### src/rtl/ysyx_22040759_pc_ctrl.sv
// Multi-cycle fetch/execute sequencer: owns the PC, fetches over valid/ready,
// hands instructions to execute, redirects to mtvec on traps, counts retirements.
module ysyx_22040759_pc_ctrl #(
  parameter logic [31:0] RESET_PC = 32'h8000_0000
) (
  input  logic        clk,
  input  logic        rst_n,
  output logic        ifu_req_valid,
  input  logic        ifu_req_ready,
  output logic [31:0] ifu_req_addr,
  input  logic        ifu_rsp_valid,
  input  logic [31:0] ifu_rsp_inst,
  input  logic        ifu_rsp_err,
  output logic        inst_valid,
  output logic [31:0] inst,
  output logic [31:0] inst_pc,
  output logic [31:0] pc_pc,
  input  logic        exu_jump,
  input  logic        exu_link,
  input  logic        exu_done,
  output logic        pc_sel,
  output logic        wreg_sel,
  input  logic [31:0] pc_new,
  input  logic [31:0] mtvec,
  output logic        trap_valid,
  output logic [1:0]  trap_cause,
  output logic [31:0] trap_epc,
  output logic [63:0] retired
);

  // Shared next-PC / writeback mux select encodings.
  localparam logic SEL_PC_PC    = 1'b0;
  localparam logic SEL_PC_ALU   = 1'b1;
  localparam logic SEL_WREG_ALU = 1'b0;
  localparam logic SEL_WREG_PC  = 1'b1;

  localparam logic [1:0] CAUSE_MISALIGN = 2'd0;
  localparam logic [1:0] CAUSE_FETCH    = 2'd1;

  typedef enum logic [2:0] {
    IDLE     = 3'd0,
    FETCH    = 3'd1,
    WAIT_RSP = 3'd2,
    EXEC     = 3'd3,
    TRAP     = 3'd4
  } state_t;

  state_t      state_r, state_next_s;
  logic [31:0] pc_r;
  logic [31:0] inst_r;
  logic [31:0] inst_pc_r;
  logic [1:0]  trap_cause_r;
  logic [31:0] trap_epc_r;
  logic [63:0] retired_r;
  logic        misaligned_s;

  assign misaligned_s = (pc_new[1:0] != 2'b00);

  // State register.
  always_ff @(posedge clk or negedge rst_n) begin
    if (!rst_n) begin
      state_r <= IDLE;
    end else begin
      state_r <= state_next_s;
    end
  end

  // Next-state decode and mux selects; selects only follow execute inside EXEC.
  always_comb begin
    state_next_s = state_r;
    pc_sel       = SEL_PC_PC;
    wreg_sel     = SEL_WREG_ALU;
    case (state_r)
      IDLE: state_next_s = FETCH;
      FETCH: begin
        if (ifu_req_ready) state_next_s = WAIT_RSP;
        else               state_next_s = FETCH;
      end
      WAIT_RSP: begin
        if (ifu_rsp_valid) state_next_s = ifu_rsp_err ? TRAP : EXEC;
        else               state_next_s = WAIT_RSP;
      end
      EXEC: begin
        pc_sel   = exu_jump ? SEL_PC_ALU : SEL_PC_PC;
        wreg_sel = exu_link ? SEL_WREG_PC : SEL_WREG_ALU;
        if (exu_done) state_next_s = misaligned_s ? TRAP : FETCH;
        else          state_next_s = EXEC;
      end
      TRAP:    state_next_s = FETCH;
      default: state_next_s = IDLE;
    endcase
  end

  // Architectural PC, latched instruction, trap info and retire counter.
  always_ff @(posedge clk or negedge rst_n) begin
    if (!rst_n) begin
      pc_r         <= RESET_PC;
      inst_r       <= 32'h0000_0000;
      inst_pc_r    <= 32'h0000_0000;
      trap_cause_r <= 2'd0;
      trap_epc_r   <= 32'h0000_0000;
      retired_r    <= 64'd0;
    end else begin
      case (state_r)
        WAIT_RSP: begin
          if (ifu_rsp_valid && ifu_rsp_err) begin
            trap_cause_r <= CAUSE_FETCH;
            trap_epc_r   <= pc_r;
          end else if (ifu_rsp_valid) begin
            inst_r    <= ifu_rsp_inst;
            inst_pc_r <= pc_r;
          end else begin
            inst_r <= inst_r;
          end
        end
        EXEC: begin
          if (exu_done && misaligned_s) begin
            trap_cause_r <= CAUSE_MISALIGN;
            trap_epc_r   <= inst_pc_r;
          end else if (exu_done) begin
            pc_r      <= pc_new;
            retired_r <= retired_r + 64'd1;
          end else begin
            pc_r <= pc_r;
          end
        end
        TRAP:    pc_r <= {mtvec[31:2], 2'b00};
        default: pc_r <= pc_r;
      endcase
    end
  end

  assign ifu_req_valid = (state_r == FETCH);
  assign ifu_req_addr  = pc_r;
  assign inst_valid    = (state_r == EXEC);
  assign inst          = inst_r;
  assign inst_pc       = inst_pc_r;
  assign pc_pc         = inst_pc_r + 32'd4;
  assign trap_valid    = (state_r == TRAP);
  assign trap_cause    = trap_cause_r;
  assign trap_epc      = trap_epc_r;
  assign retired       = retired_r;

endmodule

### config.mk
export PLATFORM = sky130hd
export DESIGN_NAME = ysyx_22040759_pc_ctrl
export DESIGN_NICKNAME = d
export VERILOG_FILES = /design/src/rtl/ysyx_22040759_pc_ctrl.sv
export SDC_FILE = /design/constraint.sdc
export NUM_CORES = 1
export LEC_CHECK = 0
export CORE_MARGIN = 2
export CORE_UTILIZATION = 45
export CTS_BUF_LIST = sky130_fd_sc_hd__clkbuf_16
export DETAILED_ROUTE_END_ITERATION = 8
export PLACE_DENSITY = 0.8
export SLEW_MARGIN = 25
export SYNTH_ARGS = -nofsm -noshare
export SYNTH_HDL_FRONTEND = slang
export SYNTH_SLANG_ARGS = --single-unit
### constraint.sdc
create_clock -name clk -period 2.2 [get_ports clk]
set_input_delay 0.44 -clock clk [delete_from_list [all_inputs] [get_ports clk]]
set_output_delay 0.44 -clock clk [all_outputs]
set_load 0.03 [all_outputs]
Word-level counts from Yosys, hierarchy flattened. Cells that the tools add are included.

$add $sub $neg: 2. Equality and inequality tests: 8. Multiplexer cells: 19. Bitwise operators: 2. Reductions and logical operators: 11.

Operator list (number): $mux 32 (4); $pmux 32 s2 (2); $add 64x1->64 const B (1); $add 32x3->32 const B (1); $mux 3 (4); $pmux 3 s4 (1); $reduce_and 3->1 (4); $eq 3x2->1 const B (2); $mux 2 (3); $reduce_bool 2->1 (3); $mux 1 (4); $ne 2x1->1 const B (2); $ne 2x2->1 const B (2); $pmux 2 s2 (1); $eq 3x1->1 const B (1); $eq 3x3->1 const B (1); $logic_not 3->1 (1); $logic_and 1x1->1 (2); $not 1->1 (2); $reduce_or 2->1 (1).

Flip-flop bits (word level): 197. Bits of input ports: 104. Output and inout bits: 231. Word-level logic and storage cells: 49.

Depth between registers and ports, before layout. Gate-level depths: netlist (run 1).

Depth after elaboration: 4. Mapped depth: 8. Depth with buffers taken out: 6.

Least setup slack after synthesis (run 1). OpenSTA, ideal clock, no wires.

Path type: register to output. From: reg inst_pc_r[9], in the netlist inst_pc[9]. To: out pc_pc[31]. Data arrival time: 2303 ps. Required time: 1760 ps. Setup slack: -543 ps. Stages on the path, launching flop included: 7. Buffers on the path: 1. Path through: dfrtp_1 > nand3_1 > nor4_1 > and4_1 > clkbuf_1 > nand4_1 > xnor2_1.

Cells in the longest elaborated chain, start to end: 1.

RTL lines: start: declaration (line 51) `logic [31:0] inst_pc_r;`; start signal: assignment (line 111) `inst_pc_r <= pc_r;`; $add 32x3->32 (line 138) `assign pc_pc = inst_pc_r + 32'd4;`; end: declaration (line 17) `output logic [31:0] pc_pc,`.

No other way between the ends.

Final worst setup path (run 1).
From: reg inst_pc_r[3], in the netlist inst_pc[3]. To: out pc_pc[14].

The elaborated chain is that of the path after synthesis.

==> reports/qor.csv, run 1 <==
metric,value,unit
status,finished with violations,
violations,negative setup slack,
rrSetupSlack,0.13,ns
p_int,10200,uW
wire_per_inst,19.1,um
layout.area.seq,0.00492,mm^2
drtIter0Drc,479,
r2r_start,state_r[2],
ys_seq_elements,196,
crit_path_max_incr_delay,0.46,ns
yosys_warnings,0,
endpoint_kind,output pin,
diodes,0,
area_delta_synth_final,59.2,%
antenna_found_initial,0,
h-tree-depth,4,
min_period,2.69,ns
wirelength,28600,um
via_per_inst,5.20,
power_frac_clock,0.171,
grt_pass1_vias,8035,
power_density,1240,mW/mm^2
ys.flop_type,dfrtp_1,
ys_top_cells_by_area,"dfrtp_1 (54%), mux2_2 (7.5%), mux2i_1 (6.4%)",
slew_headroom,0.661,
multi_input_area,0.00428,mm^2
grt_pass1_wl,45100,um
crit_chain,"ha_2, nand3_2, or3_4, buf_4, nor2_2, xor2_2, buf_6",
grt.total_usage,0.270,
setup_tns,-7.56,ns
synthArstFlopShare,1.00,
synth-seq-area-share,0.545,
path_clk_slew,0.07,ns
grt_overflow_total,0,
hold_class,reg -> reg,
syn-mean-instance-area,11.1,um^2
cts_inserted_buffers,17,
switching_share,0.428,
synth_top_cell_area_share,0.542,
syn_inst,810,
finalSetupViolCount,25,
min_from,retired[63],
p_leak,0.00643,uW
boundaryPins,335,
fill_cells,1383,
slowest_stage,or3_4,
dp.final_hpwl,20700,um
worstPathMaxFanout,3,
start_util,0.461,
power_switching,7630,uW
syn_area,0.00900,mm^2
io_buffers,331,
core,0.0195,mm^2
nets,1324,
clk_latency,0.44,ns
rows,51,
maxSlewViolCount,0,
min_period_over_period,1.22,
drc_errors,0,
worstMarginPinSlew,0.504,ns
clkSinkCount,196,
antenna_left,0,
skew,0.0129,ns
die_area,0.0212,mm^2
p_comb_frac,0.514,
rsz0062_at_grt,true,
synth_edf_count,0,
grt_max_degree,64,
crit_type,reg -> out,
arrival,2.25,ns
required,1.76,ns
die_w,145,um
ys_types,43,
max_freq,371,MHz
timing.hold.ws,0.479,ns
first_pass_iters,5,
vias,7781,
critPathLaunch,inst_pc[3],
cts_root_buf,clkbuf_16,
dieHeight,145,um
drive_gt1_frac,0.242,
cap_violations,0,
gp_congestion,0.861,
startpoint_type,register,
ir_drop,0.886,mV
finalWorstSetupSlack,-0.493,ns
hold_violations,0,
utilization,0.734,
cts_tree,built,
cts_buffer_depth,2,
syn-num-nets,916,
p_seq_frac,0.315,
synth_top_area_cell,dfrtp_1,
[worst paths after layout]
path                                     to  depth (start not counted)
hold / removal                  retired[63]                          1
setup / recovery                  pc_pc[14]                          7
hold reg to reg                 retired[63]                          1
min in group asynchronous  ifu_req_addr[13]                          2
max in group asynchronous  ifu_req_addr[31]                          3
setup reg to reg                retired[14]                          7
[per-layer routing]
metal | wire, um | global-route usage | vias up
met5 | 0 | 0 | -
met1 | 11200 | 0.324 | 3824
met4 | 764 | 0.106 | 0
li1 | - | - | 3629
met3 | 1880 | 0.0734 | 48
met2 | 14700 | 0.464 | 280
[cell usage after synthesis, types with 5 or more instances]
library cell  count
a21oi_1           5
and3_1           15
buf_1             5
buf_2             9
clkbuf_1         22
dfrtp_1         195
inv_1            11
mux2_2           60
mux2i_1          58
nand2_1         107
nand3_1          40
nand4_1          26
nor2_1           27
nor3_1           22
nor4_1            8
o21ai_0          68
xnor2_1          50
xor2_1           40
[cell type report]
cell class	instances	area share
multi-input combinational	562	0.298
sequential	196	0.344
timing repair buffer	430	0.292
clock inverter	15	0.00986
clock buffer	17	0.0297
tap	265	0.0231
inverter	11	0.00314
[worst max-delay path: cells and delay by family, from the launching register on]
| family | cells | cell delay (ns) |
|---|---|---|
| flops | 1 | 0.40 |
| buf+inv | 2 | 0.31 |
| fa+ha+maj | 1 | 0.21 |
| simple gates | 3 | 0.74 |
| xor+xnor | 1 | 0.17 |
[sequential cells by signal (all words and copies together) (netlist names)]
register / cells
trap_epc: 32
state_r: 3
inst_pc: 32
ifu_req_addr: 32
retired: 64
trap_cause: 1
inst: 32
[power by group through the flow]
stage	Combinational [uW]	Sequential, uW	Clock, uW
floorplan	2550	7750	0
global placement	8800	5570	0
detailed placement	8870	5630	0
CTS	9150	5590	3090
global route	9580	5760	3260
finish	9160	5610	3050
[through the flow]
step | std cells | power (uW) | area, um^2 | setup slack [ns]
3_3_place_gp | 1453 | 14400 | 13400 | -0.385
6_report | 1496 | 17800 | 14300 | -0.493
4_1_cts | 1495 | 17800 | 14300 | -0.451
5_1_grt | 1496 | 18600 | 14300 | -0.584
2_1_floorplan | 810 | 10300 | 9250 | -0.144
3_5_place_dp | 1453 | 14500 | 13400 | -0.451
[placed cells by master (no fill, tap or decap), types with 4 or more instances in the layout]
| master | synthesis | layout |
|---|---|---|
| a21oi_1 | 5 | 5 |
| nor4_4 | 2 | 5 |
| buf_6 | 1 | 22 |
| nand4_1 | 26 | 26 |
| inv_1 | 11 | 11 |
| nor2_4 | 0 | 4 |
| xnor2_1 | 50 | 36 |
| nand2_1 | 107 | 104 |
| mux2_2 | 60 | 60 |
| nand3_2 | 1 | 5 |
| xor2_2 | 0 | 4 |
| clkbuf_16 | 0 | 18 |
| dlygate4sd2_1 | 0 | 5 |
| dfrtp_1 | 195 | 180 |
| o21ai_0 | 68 | 68 |
| nand3_1 | 40 | 34 |
| xnor2_2 | 1 | 7 |
| buf_12 | 0 | 7 |
| dfrtp_2 | 0 | 15 |
| clkdlybuf4s50_1 | 0 | 290 |
| mux2i_1 | 58 | 58 |
| inv_6 | 0 | 7 |
| and3_1 | 15 | 14 |
| nor2_1 | 27 | 22 |
| nor3_1 | 22 | 21 |
| nor4_2 | 2 | 4 |
| xor2_1 | 40 | 36 |
| buf_4 | 4 | 97 |
| xnor2_4 | 0 | 8 |
[kinds of logic (layout without fill, tap and decap cells)]
family	count (synthesis)	after routing	share of synthesized area
flip-flops	196	196	0.545
XOR/XNOR	91	91	0.0894
buffers and inverters	52	473	0.0254
AO/OA/AOI/OAI	76	76	0.0429
adder cells (fa/ha/maj)	2	2	0.00278
multiplexers	118	118	0.140
AND/OR/NAND/NOR	274	274	0.155
other	1	1	0.000417
[timing repair]
action,in CTS,in global routing
gates cloned,1,0
setup endpoints to repair,35,37
hold buffers,1,0
resized for setup,52,23
pin swaps,17,6
setup buffers,9,2
endpoints found under the hold margin,33,0
Power figures use the tool's default switching activity.
==> run 2, diff against run 1 <==
Settings changed: TNS_END_PERCENT set to 20.
==> run 2 against run 1 <==
The flow still finishes with violations (negative setup slack); via count hardly changed; register-to-register slack got worse by 0.20 ns; clock skew grew 0.0035 ns; sequential power about the same; global-route usage is 0.78 points lower.
==> reports/qor.csv, run 2 (same netlist as run 1, synthesis figures left out) <==
metric,value,unit
maxSlewViolCount,0,
worstMarginPinSlew,0.708,ns
utilization,0.726,
rrSetupSlack,-0.07,ns
layout_common_cells,"clkdlybuf4s50_1 (295), dfrtp_1 (182), nand2_1 (104)",
cap_violations,0,
start_util,0.461,
setup_tns,-8.53,ns
hold_class,reg -> reg,
finalWorstSetupSlack,-0.493,ns
hold_violations,0,
slew_headroom,0.525,
crit_type,reg -> out,
min_period_over_period,1.22,
h-tree-depth,4,
cts_root_buf,clkbuf_16,
grt_pass1_wl,44100,um
power_density,1260,mW/mm^2
nets,1305,
worstPathMaxFanout,5,
wire_per_inst,19.1,um
path_clk_slew,0.07,ns
drive_gt1_frac,0.230,
antenna_found_initial,0,
dp.final_hpwl,20700,um
p_leak,0.00629,uW
drc_errors,0,
arrival,2.25,ns
largest_reg_flops,64,
grt.total_usage,0.262,
grt_max_degree,54,
rows,51,
rsz0062_at_grt,true,
required,1.76,ns
grt_overflow_total,0,
finalSetupViolCount,28,
dieHeight,145,um
endpoint_kind,output pin,
cts_buffer_depth,2,
clk_latency,0.44,ns
status,finished with violations,
die_area,0.0212,mm^2
grt_pass1_vias,8071,
violations,negative setup slack,
diodes,0,
io_buffers,331,
skew,0.0164,ns
cts_tree,built,
gp_congestion,0.850,
core,0.0195,mm^2
vias,7782,
max_freq,371,MHz
first_pass_iters,5,
ir_drop,0.858,mV
clkSinkCount,196,
boundaryPins,335,
wirelength,28200,um
antenna_left,0,
startpoint_type,register,
min_period,2.69,ns
layout_commonest_cell,clkdlybuf4s50_1,
drtIter0Drc,518,
via_per_inst,5.27,
area_delta_synth_final,57.4,%
cts_inserted_buffers,17,
die_w,145,um
[run 2: cell types whose count changed in the layout (fill, tap and decap cells not counted), moves of 5 or more]
| cell | delta |
|---|---|
| xnor2_2 | +7 |
| buf_4 | -23 |
| inv_6 | -5 |
| clkdlybuf4s50_1 | +5 |
| nor3_2 | +5 |
| xnor2_4 | -6 |
| nor3_1 | -5 |
[run 2: cell type report]
| cell class | count | area [um^2] |
|---|---|---|
| Clock buffer | 17 | 425 |
| Clock inverter | 15 | 194 |
| Fill cell | 1355 | 5360 |
| Inverter | 11 | 45.0 |
| Multi-Input combinational cell | 562 | 4210 |
| Sequential cell | 196 | 4920 |
| Tap cell | 265 | 332 |
| Timing Repair Buffer | 411 | 4040 |
[run 2: critical path, cell delays in order, from the launching register on]
cell	delay [ns]
dfrtp_2	0.37
nand4_1	0.20
nor4_4	0.29
and4_1	0.26
buf_4	0.16
nand4_1	0.15
xnor2_2	0.23
buf_6	0.16
[run 2: per-stage QoR]
| step | instances | hold slack [ns] | area (um^2) | setup slack [ns] | power, uW |
|---|---|---|---|---|---|
| after floorplan | 810 | 0.144 | 9170 | -0.145 | 10200 |
| after global placement | 1438 | 0.410 | 13200 | -0.457 | 14200 |
| after detailed placement | 1438 | 0.410 | 13200 | -0.497 | 14300 |
| after CTS | 1474 | 0.475 | 14000 | -0.461 | 17800 |
| after global routing | 1477 | 0.498 | 14200 | -0.573 | 18600 |
| final | 1477 | 0.478 | 14200 | -0.493 | 17800 |
[run 2: timing repair]
action / CTS / global route
buffers inserted: 3 / 3
pin swaps: 12 / 13
resized for setup: 46 / 35
endpoints found under the setup margin: 35 / 87
endpoints found under the hold margin: 44 / 0
hold buffers: 1 / 0
[run 2: final timing paths]
kind,start,to,depth (start not counted)
max in group asynchronous,rst_n,ifu_req_addr[31],3
min reg2reg,retired[63],retired[63],1
min,retired[63],retired[63],1
max reg2reg,state_r[2],retired[44],5
min in group asynchronous,rst_n,inst[31],2
max,inst_pc[12],pc_pc[24],7
[run 2: metal layers]
metal | GRT usage | share of wire
met5 | 0 | 0
met1 | 0.316 | 0.40
met2 | 0.454 | 0.51
met3 | 0.0693 | 0.070
met4 | 0.0975 | 0.029
[run 2: report_power, final]
group / internal, uW / switching [uW] / total [uW]
registers: 4700 / 924 / 5630
logic: 3810 / 5050 / 8870
clock network: 1820 / 1480 / 3300
